File: src/rtl/div_sequencer.sv
// Multicycle signed divide controller: edge-case screening plus radix-2 restoring loop.
// Optional remainder output enabled by defining DIV_REMAINDER_EN.
module div_sequencer #(
    parameter int unsigned WIDTH = 32,
    parameter int unsigned CNT_W = 6
) (
    input  logic             clock,
    input  logic             reset,
    input  logic             ctrl_div,
    input  logic [WIDTH-1:0] data_operandA,
    input  logic [WIDTH-1:0] data_operandB,
    output logic [WIDTH-1:0] data_result,
    output logic             data_exception,
    output logic             data_resultRDY,
    output logic             busy
`ifdef DIV_REMAINDER_EN
    ,
    output logic [WIDTH-1:0] data_remainder
`endif
);

    typedef enum logic [1:0] {StIdle, StScreen, StRun, StFix} state_e;

    localparam logic [WIDTH-1:0] MinVal   = {1'b1, {(WIDTH-1){1'b0}}};
    localparam logic [WIDTH-1:0] FastQ    = {2'b11, {(WIDTH-2){1'b0}}};
    localparam logic [WIDTH-1:0] One      = WIDTH'(1);
    localparam logic [WIDTH-1:0] Two      = WIDTH'(2);
    localparam logic [CNT_W-1:0] LastIter = CNT_W'(WIDTH - 1);

    function automatic logic [WIDTH-1:0] magnitude(input logic [WIDTH-1:0] v);
        return v[WIDTH-1] ? (~v + One) : v;
    endfunction

    state_e           state_q, state_d;
    logic             sa_q, sa_d, sb_q, sb_d;
    logic [WIDTH-1:0] mag_b_q, mag_b_d;
    logic [WIDTH-1:0] q_q, q_d;   // holds |A| until RUN shifts it out, then the quotient
    logic [WIDTH-1:0] r_q, r_d;
    logic [CNT_W-1:0] cnt_q, cnt_d;
    logic [WIDTH-1:0] result_q, result_d;
    logic             exc_q, exc_d;
    logic             rdy_q, rdy_d;
`ifdef DIV_REMAINDER_EN
    logic [WIDTH-1:0] a_q, a_d;
    logic [WIDTH-1:0] rem_q, rem_d;
`endif

    logic [WIDTH:0] r_shift;
    logic [WIDTH:0] diff;
    logic           a_is_min;

    // R stays below |B| <= 2^(WIDTH-1), so r_shift[WIDTH] is zero and diff[WIDTH] is the borrow
    assign r_shift  = {r_q, q_q[WIDTH-1]};
    assign diff     = r_shift - {1'b0, mag_b_q};
    assign a_is_min = sa_q && (q_q == MinVal);

    always_comb begin
        state_d  = state_q;
        sa_d     = sa_q;
        sb_d     = sb_q;
        mag_b_d  = mag_b_q;
        q_d      = q_q;
        r_d      = r_q;
        cnt_d    = cnt_q;
        result_d = result_q;
        exc_d    = exc_q;
        rdy_d    = 1'b0;
`ifdef DIV_REMAINDER_EN
        a_d      = a_q;
        rem_d    = rem_q;
`endif
        unique case (state_q)
            StIdle: begin
                if (ctrl_div) begin
                    sa_d    = data_operandA[WIDTH-1];
                    sb_d    = data_operandB[WIDTH-1];
                    q_d     = magnitude(data_operandA);
                    mag_b_d = magnitude(data_operandB);
`ifdef DIV_REMAINDER_EN
                    a_d     = data_operandA;
`endif
                    state_d = StScreen;
                end
            end
            StScreen: begin
                rdy_d   = 1'b1;
                state_d = StIdle;
                if (mag_b_q == '0) begin
                    result_d = '0;
                    exc_d    = 1'b1;
`ifdef DIV_REMAINDER_EN
                    rem_d    = a_q;
`endif
                end else if (a_is_min && sb_q && mag_b_q == One) begin
                    result_d = MinVal;
                    exc_d    = 1'b1;
`ifdef DIV_REMAINDER_EN
                    rem_d    = '0;
`endif
                end else if (a_is_min && !sb_q && mag_b_q == Two) begin
                    result_d = FastQ;
                    exc_d    = 1'b0;
`ifdef DIV_REMAINDER_EN
                    rem_d    = '0;
`endif
                end else if (q_q < mag_b_q) begin
                    result_d = '0;
                    exc_d    = 1'b0;
`ifdef DIV_REMAINDER_EN
                    rem_d    = a_q;
`endif
                end else begin
                    rdy_d   = 1'b0;
                    r_d     = '0;
                    cnt_d   = '0;
                    state_d = StRun;
                end
            end
            StRun: begin
                if (!diff[WIDTH]) begin
                    r_d = diff[WIDTH-1:0];
                    q_d = {q_q[WIDTH-2:0], 1'b1};
                end else begin
                    r_d = r_shift[WIDTH-1:0];
                    q_d = {q_q[WIDTH-2:0], 1'b0};
                end
                cnt_d = cnt_q + 1'b1;
                if (cnt_q == LastIter) state_d = StFix;
            end
            StFix: begin
                result_d = (sa_q ^ sb_q) ? (~q_q + One) : q_q;
                exc_d    = 1'b0;
                rdy_d    = 1'b1;
`ifdef DIV_REMAINDER_EN
                rem_d    = sa_q ? (~r_q + One) : r_q;
`endif
                state_d  = StIdle;
            end
            default: state_d = StIdle;
        endcase
    end

    always_ff @(posedge clock or posedge reset) begin
        if (reset) begin
            state_q  <= StIdle;
            sa_q     <= 1'b0;
            sb_q     <= 1'b0;
            mag_b_q  <= '0;
            q_q      <= '0;
            r_q      <= '0;
            cnt_q    <= '0;
            result_q <= '0;
            exc_q    <= 1'b0;
            rdy_q    <= 1'b0;
`ifdef DIV_REMAINDER_EN
            a_q      <= '0;
            rem_q    <= '0;
`endif
        end else begin
            state_q  <= state_d;
            sa_q     <= sa_d;
            sb_q     <= sb_d;
            mag_b_q  <= mag_b_d;
            q_q      <= q_d;
            r_q      <= r_d;
            cnt_q    <= cnt_d;
            result_q <= result_d;
            exc_q    <= exc_d;
            rdy_q    <= rdy_d;
`ifdef DIV_REMAINDER_EN
            a_q      <= a_d;
            rem_q    <= rem_d;
`endif
        end
    end

    assign data_result    = result_q;
    assign data_exception = exc_q;
    assign data_resultRDY = rdy_q;
    // The ready cycle is already IDLE but still counts as busy
    assign busy           = (state_q != StIdle) || rdy_q;
`ifdef DIV_REMAINDER_EN
    assign data_remainder = rem_q;
`endif

endmodule

File: config.mk
export PLATFORM = sky130hd
export DESIGN_NAME = div_sequencer
export DESIGN_NICKNAME = d
export VERILOG_FILES = /design/src/rtl/div_sequencer.sv
export SDC_FILE = /design/constraint.sdc
export NUM_CORES = 1
export LEC_CHECK = 0
export ABC_AREA = 0
export BUFFER_PORTS_ARGS = -buffer_cell sky130_fd_sc_hd__buf_2
export CAP_MARGIN = 10
export CORE_ASPECT_RATIO = 1.4
export CORE_UTILIZATION = 61
export CTS_CLUSTER_DIAMETER = 200
export DETAILED_ROUTE_END_ITERATION = 8
export HOLD_SLACK_MARGIN = 0.06
export MAX_ROUTING_LAYER = met4
export PLACE_DENSITY = 0.84
export SETUP_SLACK_MARGIN = 0.15
export SYNTH_ARGS = -nofsm -noshare
export SYNTH_HDL_FRONTEND = slang
export SYNTH_SLANG_ARGS = --single-unit
File: constraint.sdc
create_clock -name clock -period 4.6 [get_ports clock]
set_input_delay 0.23 -clock clock [delete_from_list [all_inputs] [get_ports clock]]
set_output_delay 0.23 -clock clock [all_outputs]
set_load 0.02 [all_outputs]
==> impl_metrics.yaml, run 1 <==
timing:
  slew_viol_final: 0
  setup_tns_ps: 0
  setup_viol: 0
  rsz0062_at_grt: "false"
  min_period_over_period_pct: 84.9
  max_slew.worst_pin.slew_ps: 1280
  clock_skew_ps: 9.97
  fin_crit_ps: 3900
  fmax_mhz: 256
  holdWs_ps: 113
  relSlewSlack_pct: 14.3
  hold_viol_final: 0
power_and_ir_drop:
  p_leak_nw: 5.63
  total_power_mw: 10.2
  irDropWorstVdd_mv: 0.347
  powerDensity_nw_per_um2: 821
setup_path:
  max_stage_delay_ps: 870
  arrival_ps: 4170
  rr_worst_depth: 11
  critPathSlowestCell: "o21ai_0"
  timing.rr.start: "q_q[31]$_DFFE_PP0P_"
  critPathRequiredTime_ps: 4860
  endpoint: "r_q[22]$_DFFE_PP0P_"
  crit_cells: 11
  criticalPathCategory: "flop to flop"
  startpoint_type: "flop"
  cp_top_family: "compound AO/OA/AOI/OAI gates"
  rrSetupSlack_ps: 700
  endpoint_kind: "flop"
  path_buf_inv: 1
  path_cells: "inv_1 > ha_1 > fa_1 > nand2b_1 > a21o_1 > a211o_1 > o21ai_1 > o211a_2 > nor3_1 > o21ai_0 > o221ai_1"
  startpoint: "q_q[31]$_DFFE_PP0P_"
  timing.rr.end: "r_q[22]$_DFFE_PP0P_"
  cp_max_fo: 8
die:
  core_area_um2: 17900
  die_x_um: 116
  start_util_pct: 62.1
  die_height_um: 162
  die-area_um2: 18800
  row_count: 58
  ios: 102
synth:
  synth_compound_area_share_pct: 25.6
  synth.cell_area_um2: 11100
  yosysSeqAreaShare_pct: 31.5
  yosysWarnings: 0
  yosys.area_share.simple_pct: 18.7
  synth_edf_count: 0
  synth.distinct_cells: 83
  ys_ff_latch: 140
  synth_xor_area_share_pct: 8.73
  syn_area_per_cell_um2: 8.34
  syn_inst: 1335
  synthArstFlopShare_pct: 100
  muxShareOfSynthArea_pct: 1.73
  synthFlopType: "dfrtp_1"
  yosys.area_share.adder_pct: 7.71
  synth_nets: 1470
  synth_top_family_by_area: "compound AO/OA/AOI/OAI gates"
clocking:
  cts_resized: 0
  cts_buffers: 17
  hold_buffers: 1
  clk_path_buf_depth: 2
  htree_levels: 4
  cts-root-buf: "clkbuf_16"
  clkTransAtPathRegs_ps: 60
  post-cts-setup-buffers: 0
  clock_sinks: 140
  cts_tree: "built"
  clkLatencyLatePin_ps: 430
finish:
  seqCellArea_um2: 3500
  antennaDiodeCount: 0
  fill_cells: 1446
  fin_nets: 1531
  syn_to_final_growth_pct: 11.1
  layout-drive-gt1-share_pct: 12.6
  multi_input_area_um2: 6960
  final_area_um2: 12400
outcome:
  run_status: "completed"
worst_hold_path:
  hold_class: "input port to flop"
  hold-path-cell-count: 3
global_route:
  grt_usage_pct: 38.7
  grt.overflow.total: 0
  grt_pass1_vias: 10500
  grt_pass1_wl_mm: 54.0
  antenna_found_initial: 0
  grt_max_degree: 96
drt:
  drt_wl_total_mm: 34.1
  dr_total_vias: 10900
  ant_nets: 0
  viasPerCell: 6.62
  wl_per_cell_um: 20.7
  dr.pass1.iters: 8
  drt-initial-drc-count: 1149
  drc: 0
placement:
  dpl.hpwl_mm: 25.6
  portBuffers: 101
  place_area_um2: 11700
  gp_congestion: 0.999
job:
  maxCapViolCount: 0
worst min-delay path: stages:
cell and delay [ps]:
buf_2 100, nand3b_1 100, o32ai_1 70
worst min-delay path by stage:
| stage | start | endpoint | slack, ps |
|---|---|---|---|
| final | data_operandB[30] | mag_b_q[31]$_DFFE_PP0P_ | 110 |
| after global routing | data_operandB[21] | mag_b_q[21]$_DFFE_PP0P_ | 140 |
| after CTS | data_operandB[30] | mag_b_q[31]$_DFFE_PP0P_ | 110 |
| after detailed placement | reset | r_q[31]$_DFFE_PP0P_ | 470 |
| after global placement | reset | r_q[31]$_DFFE_PP0P_ | 480 |
| after floorplan | data_operandB[0] | mag_b_q[0]$_DFFE_PP0P_ | 400 |
power breakdown:
part	switching, mW	leakage [nW]	internal (mW)
clock	0.585	0.295	0.866
sequential	0.774	1.78	1.74
combinational	3.85	3.55	2.34
cells in the mapped netlist (12+ instances only):
| cell type | number | share of area (%) |
|---|---|---|
| or3_1 | 22 | 1.2 |
| and3_1 | 13 | 0.73 |
| xor2_1 | 68 | 5.3 |
| dfrtp_1 | 140 | 31 |
| ha_1 | 67 | 7.5 |
| a22oi_1 | 18 | 1.2 |
| nand3_1 | 53 | 2.4 |
| a21oi_1 | 79 | 3.6 |
| nand2b_1 | 13 | 0.73 |
| clkbuf_1 | 60 | 2.0 |
| nand2_1 | 116 | 3.9 |
| a21o_1 | 35 | 2.4 |
| o21ai_0 | 105 | 4.7 |
| nor2_1 | 60 | 2.0 |
| o41ai_1 | 16 | 1.3 |
| xnor2_1 | 43 | 3.4 |
| mux2i_1 | 17 | 1.5 |
| nor3_1 | 33 | 1.5 |
| o211ai_1 | 15 | 1.0 |
| or4_1 | 12 | 0.81 |
| nand4_1 | 22 | 1.2 |
| inv_1 | 94 | 3.2 |
| a31oi_1 | 12 | 0.67 |
| o31ai_1 | 18 | 1.2 |
| o22ai_1 | 33 | 1.9 |
| nor4_1 | 15 | 0.84 |
final cells by class:
class | instances | area share [%]
multi-input cells | 1023 | 56.2
flip-flops and latches | 140 | 28.3
repair buffers | 118 | 5.13
clock buffers | 18 | 3.47
inverters | 96 | 2.95
well taps | 240 | 2.43
clock inverters | 14 | 1.48
placed cells by master (no fill, tap or decap), drive strengths merged, types with 22 or more instances in the layout:
| cell | n |
|---|---|
| nand4 | 22 |
| o21ai | 117 |
| or3 | 25 |
| dfrtp | 140 |
| nor3 | 35 |
| nand2 | 116 |
| buf | 117 |
| o31ai | 22 |
| inv | 102 |
| a21oi | 79 |
| nor2 | 61 |
| xnor2 | 43 |
| ha | 67 |
| nand3 | 53 |
| o22ai | 33 |
| a21o | 35 |
| xor2 | 68 |
cells by family (layout without fill, tap and decap cells):
group                      count (synthesis)  in the layout
AOI/OAI and AO/OA                        424            424
adders and majority gates                 68             68
and+or+nand+nor                          401            401
muxes                                     19             19
buffers and inverters                    172            246
xor gates and xnor gates                 111            111
DFF                                      140            140
sequential cells by signal, summed over array words and instances, names as in the netlist, named ones only:
register        count
sa_q                1
data_exception      1
cnt_q               6
mag_b_q            32
sb_q                1
state_q             1
data_result        32
r_q                32
q_q                32
data_resultRDY      1
layer usage:
metal  part of all wire, %  GRT usage [%]
met4                   7.2           25.2
met3                   6.2           5.97
met1                    37           42.4
met5                     0              -
met2                    50           64.7
metrics by stage:
step / worst slack (ps) / std cells / utilization (%)
after floorplan: 617 / 1335 / -
after global placement: 904 / 1615 / 65.5
after detailed placement: 856 / 1615 / 65.5
after CTS: 846 / 1648 / 69.0
after global routing: 582 / 1649 / 69.1
final: 696 / 1649 / 69.1
No activity file was read; power rests on OpenSTA's default activity.
==> run 2: changes to the inputs <==
--- a/config.mk
+++ b/config.mk
@@ -5,16 +5,16 @@
 export SDC_FILE = /design/constraint.sdc
 export NUM_CORES = 1
 export LEC_CHECK = 0
-export ABC_AREA = 0
+export ABC_AREA = 1
 export BUFFER_PORTS_ARGS = -buffer_cell sky130_fd_sc_hd__buf_2
 export CAP_MARGIN = 10
 export CORE_ASPECT_RATIO = 1.4
-export CORE_UTILIZATION = 61
+export CORE_UTILIZATION = 56
 export CTS_CLUSTER_DIAMETER = 200
 export DETAILED_ROUTE_END_ITERATION = 8
 export HOLD_SLACK_MARGIN = 0.06
 export MAX_ROUTING_LAYER = met4
-export PLACE_DENSITY = 0.84
+export PLACE_DENSITY = 0.8
 export SETUP_SLACK_MARGIN = 0.15
 export SYNTH_ARGS = -nofsm -noshare
 export SYNTH_HDL_FRONTEND = slang
==> constraint.sdc (replaced) <==
create_clock -name clock -period 3.3 [get_ports clock]
set_input_delay 0.165 -clock clock [delete_from_list [all_inputs] [get_ports clock]]
set_output_delay 0.165 -clock clock [all_outputs]
set_load 0.02 [all_outputs]
==> run 2 against run 1 <==
  * Non-clock buffer count up 3
  * Via count is 21% higher
  * Hold slack worse by 42 ps
  * Core utilization is 4.8 points lower
  * Critical path type unchanged
  * Critical endpoint is now r_q[14]$_DFFE_PP0P_
  * Highest routed layer unchanged
==> impl_metrics.yaml, run 2 <==
placement:
  gp_congestion: 1.03
  portBuffers: 101
  dpl.hpwl_mm: 31.5
  dp_slack_ps: 537
  dp.cells: 2326
drt:
  drt_wl_total_mm: 40.4
  drc: 0
  met3WireLength_mm: 2.17
  drt-initial-drc-count: 934
  wl_per_cell_um: 17.1
  route.met2.wl_mm: 19.9
  wirelength_met1_mm: 15.2
  dr.max_layer_used: "met4"
  dr.pass1.iters: 8
  viasPerCell: 5.61
  ant_nets: 0
  dr_total_vias: 13300
synth:
  yosys.area_share.adder_pct: 6.96
  muxShareOfSynthArea_pct: 0
  synth_nets: 2111
  synthArstFlopShare_pct: 100
  synth_commonest_cells: "nand2_1, inv_1, nand3_1"
  synthFlopType: "dfrtp_1"
  syn_area_per_cell_um2: 6.24
  ys_ff_latch: 140
  yosysMostFrequentCell: "nand2_1"
  synth_top_family_by_area: "simple AND/OR/NAND/NOR gates"
  synth_area_leader_cell: "dfrtp_1"
  yosysSeqAreaShare_pct: 28.4
  yosys-top-cells-area: "dfrtp_1, nand2_1, nand3_1"
  synth.cell_area_um2: 12300
  yosysWarnings: 0
  synth_compound_area_share_pct: 10.3
  synth_xor_area_share_pct: 2.70
  yosys.area.top_type_share_pct: 28.4
  synth_edf_count: 0
  synth.distinct_cells: 54
  yosys.area_share.simple_pct: 40.4
  syn_inst: 1976
global_route:
  grt_pass1_vias: 12800
  grt_max_degree: 61
  grt_usage_pct: 38.2
  antenna_found_initial: 0
  grt_pass1_wl_mm: 64.4
  grt.overflow.total: 0
clocking:
  post-cts-setup-buffers: 0
  clk_path_buf_depth: 2
  cts_tree: "built"
  cts-root-buf: "clkbuf_16"
  hold_buffers: 5
  cts_resized: 0
  clkLatencyLatePin_ps: 440
  htree_levels: 4
  clock_sinks: 140
  cts_buffers: 17
  clkTransAtPathRegs_ps: 60
finish:
  syn_to_final_growth_pct: 11.3
  multi_input_area_um2: 7440
  seqCellArea_um2: 3500
  layout-drive-gt1-share_pct: 10.3
  antennaDiodeCount: 0
  final_cell_mix: "nand2_1, inv_1, nand3_1"
  fill_cells: 2034
  post-route-util_pct: 64.2
  final_common_cell: "nand2_1"
  finalNonFillerCells: 2363
  fin_nets: 2193
die:
  core_area_um2: 21400
  die-area_um2: 22600
  die_x_um: 127
  row_count: 63
  die_height_um: 178
  start_util_pct: 57.7
  ios: 102
setup_path:
  endpoint_kind: "flop"
  cp_top_family: "simple AND/OR/NAND/NOR gates"
  path_buf_inv: 2
  criticalPathCategory: "flop to flop"
  path_cells: "inv_1 > ha_1 > fa_1 > inv_1 > nand2_1 > nand2_1 > nand3_1 > nand2_2 > nand2_2 > nand2_4 > nand2_4 > nand3_2 > nand2_4 > nand2_1 > nand3_1 > nand2_1"
  cp_max_fo: 16
  critPathRequiredTime_ps: 3630
  crit_path_frequent_cell: "nand2_1"
  arrival_ps: 3160
  max_stage_delay_ps: 430
  startpoint_type: "flop"
  critPathSlowestCell: "dfrtp_1"
timing:
  clock_skew_ps: 8.97
  slew_viol_final: 0
  relSlewSlack_pct: 35.8
  max_slew.worst_pin.slew_ps: 961
  hold_viol_final: 0
  setup_viol: 0
  setup_tns_ps: 0
  setup_slack_ps: 472
  fmax_mhz: 354
  min_period_over_period_pct: 85.7
  fin_crit_ps: 2830
  rsz0062_at_grt: "false"
job:
  maxCapViolCount: 0
worst_hold_path:
  hold_class: "input port to flop"
power_and_ir_drop:
  p_sw_mw: 8.31
  powerDensity_nw_per_um2: 1100
  p_int_mw: 6.78
  power.share.clock_pct: 13.2
  swShare_pct: 55.1
  total_power_mw: 15.1
  irDropWorstVdd_mv: 0.461
  combPwrFrac_pct: 64.9
  p_leak_nw: 7.54
  p_seq_share_pct: 21.9
outcome:
  run_status: "completed"
-- run 2: worst paths after layout --
check,startpoint,to,slack [ps],cells after the start
max,q_q[31]$_DFFE_PP0P_,r_q[14]$_DFFE_PP0P_,470,16
min,data_operandA[23],q_q[23]$_DFFE_PP0P_,70,5
max reg2reg,q_q[31]$_DFFE_PP0P_,r_q[14]$_DFFE_PP0P_,470,16
min reg2reg,data_result[5]$_DFFE_PP0P_,data_result[5]$_DFFE_PP0P_,460,2
max in group asynchronous,reset,mag_b_q[10]$_DFFE_PP0P_,1970,4
min in group asynchronous,reset,cnt_q[2]$_DFFE_PP0P_,480,3
-- run 2: tightest hold or removal path: stages --
cell     delay [ps]
buf_2           110
nand2_1          60
nand3_1          60
nand2_1          40
nand2_1          40
-- run 2: cells by family after synthesis --
group,Yosys count
adder cells (fa/ha/maj),68
flip-flops,140
XOR/XNOR,38
buffers and inverters,352
AO/OA/AOI/OAI,231
AND/OR/NAND/NOR,1147
-- run 2: stage by stage --
step,cell area (um^2),hold slack [ps]
global placement,13100,400
detailed placement,13100,417
finish,13700,70.6
floorplan,12300,323
global route,13700,93.5
CTS,13700,64.5
-- run 2: final cells by class --
cell class / count / area share [%]
Clock buffer: 19 / 3.30
Clock inverter: 13 / 1.14
Sequential cell: 140 / 25.5
Inverter: 294 / 8.07
Tap cell: 292 / 2.66
Timing Repair Buffer: 121 / 5.05
Multi-Input combinational cell: 1484 / 54.2
-- run 2: power by group through the flow --
stage	registers [mW]	logic, mW	clock network (mW)
global route	3.36	11.0	2.07
global placement	3.27	9.39	0
finish	3.31	9.79	1.99
detailed placement	3.29	9.57	0
CTS	3.27	9.66	2.00
floorplan	3.13	7.17	0
-- run 2: metal layers --
layer | vias up | track usage, %
met5 | - | -
met2 | 511 | 64.8
li1 | 6474 | -
met4 | 0 | 27.4
met3 | 184 | 4.91
met1 | 6082 | 41.2
==> run 3: changes to the inputs <==
--- a/config.mk
+++ b/config.mk
@@ -9,12 +9,12 @@
 export BUFFER_PORTS_ARGS = -buffer_cell sky130_fd_sc_hd__buf_2
 export CAP_MARGIN = 10
 export CORE_ASPECT_RATIO = 1.4
-export CORE_UTILIZATION = 56
+export CORE_UTILIZATION = 62
 export CTS_CLUSTER_DIAMETER = 200
 export DETAILED_ROUTE_END_ITERATION = 8
 export HOLD_SLACK_MARGIN = 0.06
 export MAX_ROUTING_LAYER = met4
-export PLACE_DENSITY = 0.8
+export PLACE_DENSITY = 0.84
 export SETUP_SLACK_MARGIN = 0.15
 export SYNTH_ARGS = -nofsm -noshare
 export SYNTH_HDL_FRONTEND = slang
==> constraint.sdc (replaced) <==
create_clock -name clock -period 2.9 [get_ports clock]
set_input_delay 0.145 -clock clock [delete_from_list [all_inputs] [get_ports clock]]
set_output_delay 0.145 -clock clock [all_outputs]
set_load 0.02 [all_outputs]
==> run 3 against run 2 <==
  * Clock power up 14%
  * Clock-buffer cell count is 2 lower
  * Maximum frequency grew 5.8%
  * Combinational power is 20% higher
  * Core utilization is 7.7 points higher
  * Setup slack got worse by 240 ps
  * Sequential power grew 13%
  * Register-to-register slack worse by 240 ps
  * Critical path type unchanged
  * Highest routed layer unchanged
==> impl_metrics.yaml, run 3 (same netlist as run 2, synthesis figures left out) <==
finish:
  layout-drive-gt1-share_pct: 11.0
  final_area_um2: 13900
  fin_nets: 2217
  final_cell_mix: "nand2_1, inv_1, nand3_1"
  final_common_cell: "nand2_1"
  syn_to_final_growth_pct: 13.0
timing:
  max_slew.worst_pin.slew_ps: 1030
  hold_viol_final: 0
  slew_viol_final: 0
  setup_viol: 0
  fin_crit_ps: 2670
  clock_skew_ps: 18.6
  rsz0062_at_grt: "true"
  setup_tns_ps: 0
  min_period_over_period_pct: 92.2
  fmax_mhz: 374
  relSlewSlack_pct: 31.2
global_route:
  grt_pass1_vias: 12900
  grt_usage_pct: 43.4
  grt.overflow.total: 0
  grt_pass1_wl_mm: 66.2
  grt_max_degree: 60
  antenna_found_initial: 1
die:
  ios: 102
  die-area_um2: 20500
  start_util_pct: 63.7
  die_height_um: 169
  row_count: 60
  die_x_um: 121
  core_area_um2: 19400
placement:
  place_area_um2: 13100
  dpl.hpwl_mm: 31.8
  gp_congestion: 1.01
  portBuffers: 101
drt:
  ant_nets: 0
  drt_wl_total_mm: 41.7
  drt-initial-drc-count: 1336
  viasPerCell: 5.79
  drc: 0
  dr.pass1.iters: 7
  dr_total_vias: 13600
  wl_per_cell_um: 17.8
worst_hold_path:
  hold-path-cell-count: 3
  min_from: "data_operandB[5]"
  holdPathEnd: "mag_b_q[5]$_DFFE_PP0P_"
  hold_class: "input port to flop"
outcome:
  run_status: "completed"
setup_path:
  path_cells: "nor2_1 > nand2_1 > inv_2 > nor2_1 > inv_1 > buf_4 > o221ai_1 > o21ai_0"
  crit_path_frequent_cell: "nor2_1"
  rr_worst_depth: 8
  max_stage_delay_ps: 770
  critPathRequiredTime_ps: 3210
  critPathSlowestCell: "nor2_1"
  rrSetupSlack_ps: 230
  cp_max_fo: 17
  endpoint_kind: "flop"
  arrival_ps: 2990
  startpoint_type: "flop"
  criticalPathCategory: "flop to flop"
  timing.rr.start: "state_q[0]$_DFFE_PP0P_"
  timing.rr.end: "q_q[14]$_DFFE_PP0P_"
clocking:
  cts-root-buf: "clkbuf_16"
  clkLatencyLatePin_ps: 450
  htree_levels: 4
  clock_sinks: 140
  clkTransAtPathRegs_ps: 70
  cts_tree: "built"
  cts_buffers: 17
  clk_path_buf_depth: 2
power_and_ir_drop:
  powerDensity_nw_per_um2: 1270
  irDropWorstVdd_mv: 0.629
  p_leak_nw: 7.68
job:
  maxCapViolCount: 0
==> run 3: cell types whose count changed in the layout (fill, tap and decap cells not counted), moves of 2 or more <==
cell and change:
buf_12 +2, buf_4 +10, clkbuf_8 -2, clkinv_4 -2
dlygate4sd3_1 +9, inv_8 +4, nand2_8 +3
==> run 3: critical path: cells and delay by family, from the launching register on <==
| kind | cells | cell delay [ps] |
|---|---|---|
| AND/OR/NAND/NOR | 3 | 970 |
| AO/OA/AOI/OAI | 2 | 170 |
| buffers and inverters | 3 | 870 |
| flip-flops | 1 | 520 |
==> run 3: report_power, final <==
group          internal, mW  switching (mW)
Clock                  1.23            1.03
Combinational          3.78            7.88
Sequential             2.80           0.930
==> run 3: timing repair <==
item                       4_1_cts  5_1_grt
setup endpoints to repair        0       65
hold endpoints to repair        38        0
resized for setup                0        9
setup buffers                    0        2
hold buffers                    14        0
==> run 3: final cells by class <==
| type | instances | area [um^2] |
|---|---|---|
| antenna | 1 | 2.50 |
| clock buffer | 17 | 425 |
| clock inverter | 15 | 171 |
| fill | 1739 | 5430 |
| inverter | 294 | 1110 |
| multi-input combinational | 1486 | 7500 |
| sequential | 140 | 3500 |
| tap | 248 | 310 |
| timing repair buffer | 143 | 910 |
==> run 3: per-layer routing <==
metal  wire length (um)  vias up  GRT usage [%]
met1              15300     6195           46.7
met5                  0        -              -
met3               2470      228           6.10
li1                   -     6521              -
met4               3500        0           30.7
met2              20500      638           73.0
==> run 3: how the worst max path moves through the flow <==
stage	to	start	slack (ps)
finish	q_q[14]$_DFFE_PP0P_	state_q[0]$_DFFE_PP0P_	230
global route	r_q[10]$_DFFE_PP0P_	mag_b_q[0]$_DFFE_PP0P_	100
CTS	r_q[1]$_DFFE_PP0P_	mag_b_q[0]$_DFFE_PP0P_	250
detailed placement	r_q[1]$_DFFE_PP0P_	mag_b_q[0]$_DFFE_PP0P_	270
global placement	r_q[7]$_DFFE_PP0P_	mag_b_q[0]$_DFFE_PP0P_	290
floorplan	r_q[6]$_DFFE_PP0P_	q_q[31]$_DFFE_PP0P_	650
==> run 3: stage by stage <==
step	utilization [%]	setup WS [ps]	total power, mW	hold slack (ps)	instances
3_5_place_dp	67.7	269	14.8	305	2293
6_report	71.9	227	17.6	71.0	2344
2_1_floorplan	-	650	11.7	303	1976
3_3_place_gp	67.7	293	14.5	287	2293
4_1_cts	71.5	247	17.1	64.5	2339
5_1_grt	71.9	101	19.1	93.4	2344
